<file path="src/rtl/beep_arbiter.sv">
// Two-requester beep/tone arbiter: fixed priority (alarm over melody) at note boundaries,
// plays each note for its duration, then holds a silent gap before the next grant.
module beep_arbiter #(
  parameter logic [23:0] GAP_CYC    = 24'd500_000,
  parameter logic [15:0] MIN_PERIOD = 16'd1000
) (
  input  logic        clk,
  input  logic        rst,
  input  logic        req0_valid,
  input  logic [15:0] req0_period,
  input  logic [23:0] req0_dur,
  output logic        req0_ready,
  input  logic        req1_valid,
  input  logic [15:0] req1_period,
  input  logic [23:0] req1_dur,
  output logic        req1_ready,
  input  logic        abort,
  output logic        tone_en,
  output logic [15:0] tone_period,
  output logic [15:0] tone_duty,
  output logic        owner,
  output logic        busy,
  output logic        note_done
);

  typedef enum logic [1:0] {StIdle, StPlay, StGap} state_e;

  state_e      state_q;
  logic [23:0] cnt_q;
  logic [15:0] period_q;
  logic        tone_en_q;
  logic        owner_q;
  logic        note_done_q;

  logic        grant;
  logic        xfer;
  logic [15:0] sel_period;
  logic [15:0] clamped_period;
  logic [23:0] sel_dur;
  logic [23:0] play_load;

  // Handshake is decided in the IDLE cycle itself; reset and abort both veto it.
  always_comb begin
    grant          = ~req0_valid;
    xfer           = (state_q == StIdle) && !rst && !abort && (req0_valid || req1_valid);
    req0_ready     = xfer && req0_valid;
    req1_ready     = xfer && !req0_valid;
    sel_period     = grant ? req1_period : req0_period;
    sel_dur        = grant ? req1_dur : req0_dur;
    clamped_period = ((sel_period != 16'd0) && (sel_period < MIN_PERIOD)) ? MIN_PERIOD
                                                                           : sel_period;
    play_load      = (sel_dur == 24'd0) ? 24'd0 : sel_dur - 24'd1;
  end

  always_ff @(posedge clk) begin
    if (rst) begin
      state_q     <= StIdle;
      cnt_q       <= 24'd0;
      period_q    <= 16'd0;
      tone_en_q   <= 1'b0;
      owner_q     <= 1'b0;
      note_done_q <= 1'b0;
    end else if (abort) begin
      state_q     <= StIdle;
      cnt_q       <= 24'd0;
      tone_en_q   <= 1'b0;
      note_done_q <= 1'b0;
    end else begin
      note_done_q <= 1'b0;
      unique case (state_q)
        StIdle: begin
          if (xfer) begin
            state_q   <= StPlay;
            owner_q   <= grant;
            period_q  <= clamped_period;
            cnt_q     <= play_load;
            tone_en_q <= (clamped_period != 16'd0);
          end
        end
        StPlay: begin
          if (cnt_q == 24'd0) begin
            tone_en_q <= 1'b0;
            if (GAP_CYC == 24'd0) begin
              state_q     <= StIdle;
              note_done_q <= 1'b1;
            end else begin
              state_q <= StGap;
              cnt_q   <= GAP_CYC - 24'd1;
            end
          end else begin
            cnt_q <= cnt_q - 24'd1;
          end
        end
        StGap: begin
          if (cnt_q == 24'd0) begin
            state_q     <= StIdle;
            note_done_q <= 1'b1;
          end else begin
            cnt_q <= cnt_q - 24'd1;
          end
        end
        default: state_q <= StIdle;
      endcase
    end
  end

  assign tone_en     = tone_en_q;
  assign tone_period = period_q;
  assign tone_duty   = {1'b0, period_q[15:1]};
  assign owner       = owner_q;
  assign busy        = (state_q == StPlay) || (state_q == StGap);
  assign note_done   = note_done_q;

endmodule

</file>
<file path="config.mk">
export PLATFORM = sky130hd
export DESIGN_NAME = beep_arbiter
export DESIGN_NICKNAME = d
export VERILOG_FILES = /design/src/rtl/beep_arbiter.sv
export SDC_FILE = /design/constraint.sdc
export NUM_CORES = 1
export LEC_CHECK = 0
export ABC_AREA = 1
export CORE_MARGIN = 5
export CORE_UTILIZATION = 27
export DETAILED_ROUTE_END_ITERATION = 16
export DONT_BUFFER_PORTS = 1
export PLACE_DENSITY = 0.49
export SLEW_MARGIN = 10
export SYNTH_ARGS = -nofsm -noshare
export SYNTH_HDL_FRONTEND = slang
export SYNTH_SLANG_ARGS = --single-unit
</file>
<file path="constraint.sdc">
create_clock -name clk -period 6 [get_ports clk]
set_input_delay 1.2 -clock clk [delete_from_list [all_inputs] [get_ports clk]]
set_output_delay 1.2 -clock clk [all_outputs]
set_load 0.03 [all_outputs]
</file>
==> summary.md <==
| Metric | Value |
|---|---|
| Status | complete, no violations |
| RSZ-0062 raised after global routing | false |
| Synth Instances | 801 |
| # setup viols final | 0 |
| Vias per inst | 4.55 |
| Syn avg cell area | 5.57 um^2 |
| Starting DRT DRC Count | 281 |
| Synth Area in Adders | 1.68% |
| Pwr Total | 0.946 mW |
| Kind of critical path | primary input to output port |
| PortBufs | 0 |
| Antenna Cells | 0 |
| Nets@finish | 861 |
| CTS root buffer | clkbuf_16 |
| Post-route setup TNS | 0 ns |
| Flop pwr share | 37.8% |
| Synth warn | 0 |
| Final hold violations | 0 |
| Post-Synthesis Cell Area | 4460 um^2 |
| Compound-Gate Fraction of Synth Area | 12.7% |
| WL per Instance | 14.1 um |
| First-pass DRT Iterations | 5 |
| Worst endpoint required time | 4.80 ns |
| Sequential area share after synthesis | 20.2% |
| Arrival time worst endpoint | 2.52 ns |
| Layout cell share with drive strength beyond 1 | 4.94% |
| Placer congestion estimate | 0.884 |
| Min-delay worst type | flop to flop |
| # IOs | 123 |
| Clock slew at reported path FFs | 0.06 ns |
| Vias in the first global route | 4300 |
| Switch share | 37.0% |
| Die H | 139 um |
| Setup Fix Bufs, Post-CTS | 0 |
| Antenna violations before repair | 0 |
| Maximum VDD drop | 95.1 uV |
| First-pass GRT wire length | 22.1 mm |
| # rows | 47 |
| Slowest stage delay, CP | 0.51 ns |
| Core region area | 16400 um^2 |
| Cts hold-fix bufs | 0 |
| Initial Util | 27.2% |
| Clock Power Share | 33.3% |
| Gates resized, CTS repair | 0 |
| Net Count, Synth | 892 |
| Slowest cell on crit path | nor2_1 |
| Worst-margin pin slew | 0.821 ns |
| Final wirelength | 14.0 mm |
| GRT Util Overall | 14.0% |
| Clock sinks | 45 |
| CTS tree | done |
| Area delta synth->final | 3.11% |
| DP HPWL | 11.3 mm |
| Simple-gate share of the synthesized area | 44.8% |
| Via count | 4509 |
| Routed Antenna Nets | 0 |
| Worst-path cell chain | nor2_2 > o211ai_2 > nor2_1 |
| Max cap viols | 0 |
| Hold slack | 0.489 ns |
| FF+latch count, synth | 45 |
| Leakage | 2.38 nW |
| Critical path capture point type | output port |
| Power Dens Cells | 206 nW/um^2 |
| Switch Pwr | 0.350 mW |
| Max-slew violation count | 0 |
| PnR worst setup slack | 2.28 ns |
| Longest Clk Path Bufs | 2 |
| Cell-internal power | 0.596 mW |
| Max frequency | 268 MHz |
| Total grt overflow | 0 |
| Drc violations | 0 |
| Main combinational cell family by area after synthesis | simple AND/OR/NAND/NOR gates |
| Post-synthesis mux area share | 0.898% |
| Largest net degree at the start of global routing | 65 |
| Post-layout util | 28.0% |
| Worst slack at placement | 2.25 ns |
| Yosys cell types | 39 |
| Relative slew margins | 45.2% |
| Total Die Area | 19200 um^2 |
| Crit-path max FO | 16 |
| Crit path time final | 3.72 ns |
| Power share of the combinational group | 28.8% |
| Worst-skew pair later-pin latency | 0.29 ns |
| Fin crit share | 62.1% |
| Htree depth | 2 |
| Die Wd | 139 um |
| Num CTS Buffers | 5 |
| Worst setup SP type | primary input |
| Xor and xnor area share after synthesis | 2.95% |
| Layout Skew | 0.00497 ns |
==> layout by cell type (no fill, tap or decap), types with 9 or more instances in the layout <==
cell     instances
o21ai_0         42
xor2_1          12
nor2_1          97
a21oi_1         40
nand2_1        265
inv_1          114
nand4_1         13
nand3_1         65
nand2_2          9
dfxtp_1         45
==> layout make-up <==
type / count / area, um^2
clock buffers: 5 / 125
clock inverters: 2 / 38.8
fillers: 1864 / 11800
inverters: 116 / 438
multi-input cells: 601 / 2810
flip-flops and latches: 45 / 901
well taps: 220 / 275
repair buffers: 1 / 7.51
==> power by group through the flow <==
stage | registers (mW) | clock network, mW | logic, mW
2_1_floorplan | 0.345 | 0 | 0.248
3_3_place_gp | 0.365 | 0 | 0.271
3_5_place_dp | 0.365 | 0 | 0.270
4_1_cts | 0.358 | 0.326 | 0.273
5_1_grt | 0.360 | 0.333 | 0.312
6_report | 0.358 | 0.315 | 0.273
==> metrics by stage <==
step,cells,area [um^2]
final,990,4600
after global routing,990,4600
after CTS,990,4600
after detailed placement,983,4440
after global placement,983,4440
after floorplan,801,4460
==> cells by family after synthesis <==
family,count (synthesis)
adder cells (fa/ha/maj),6
AND/OR/NAND/NOR,472
buffers and inverters,155
other,1
AO/OA/AOI/OAI,103
XOR/XNOR,15
multiplexers,4
flip-flops,45
==> worst max-delay path, delay by kind of cell <==
kind | cells | cell delay [ns]
AO/OA/AOI/OAI | 1 | 0.32
AND/OR/NAND/NOR | 2 | 1.01
==> registers in the layout, indices dropped and copies added, names as in the netlist <==
signal / flops
state_q: 2
note_done: 1
owner: 1
cnt_q: 24
tone_en: 1
tone_period: 16
==> cells in the mapped netlist <==
cell | number | area share [%]
and2_1 | 1 | 0.14
o21a_1 | 6 | 1.0
nand2_2 | 9 | 1.3
o21bai_1 | 1 | 0.17
or2_1 | 1 | 0.14
xor2_1 | 12 | 2.4
o21ai_1 | 4 | 0.45
mux2i_1 | 4 | 0.90
o211ai_2 | 2 | 0.56
inv_4 | 1 | 0.14
o21ai_0 | 42 | 4.7
buf_6 | 12 | 3.0
dfxtp_1 | 45 | 20
inv_2 | 1 | 0.084
nand4_1 | 13 | 1.8
conb_1 | 1 | 0.084
nor2_4 | 5 | 1.3
inv_1 | 114 | 9.6
buf_4 | 18 | 3.0
nand3b_1 | 1 | 0.17
nor2_2 | 6 | 0.84
or2_2 | 1 | 0.14
nand2_1 | 265 | 22
a31oi_1 | 5 | 0.70
clkbuf_1 | 4 | 0.34
o21ai_2 | 2 | 0.39
buf_2 | 3 | 0.34
nand3_1 | 65 | 7.3
nor2_1 | 97 | 8.2
nor3_1 | 3 | 0.34
ha_1 | 6 | 1.7
buf_1 | 2 | 0.17
and3_1 | 1 | 0.14
nor3_2 | 1 | 0.22
o211ai_1 | 1 | 0.17
xnor2_1 | 3 | 0.59
nor4_1 | 1 | 0.14
a21oi_1 | 40 | 4.5
nand3_2 | 2 | 0.45
==> path summary, 6_finish.rpt <==
path / start / end / slack (ns) / depth (start not counted)
setup reg to reg: state_q[1] / cnt_q[8] / 3.38 / 10
hold reg to reg: state_q[0] / state_q[0] / 0.49 / 2
setup / recovery: rst / req1_ready / 2.28 / 3
hold / removal: state_q[0] / state_q[0] / 0.49 / 2
==> layer usage <==
metal / up-vias / part of all wire, % / track usage [%]
met3: 14 / 4.5 / 2.34
met1: 1964 / 47 / 18.3
met2: 107 / 47 / 24.1
met4: 0 / 1.3 / 3.33
li1: 2424 / - / -
met5: - / 0 / 0
No activity file was read; power rests on OpenSTA's default activity.
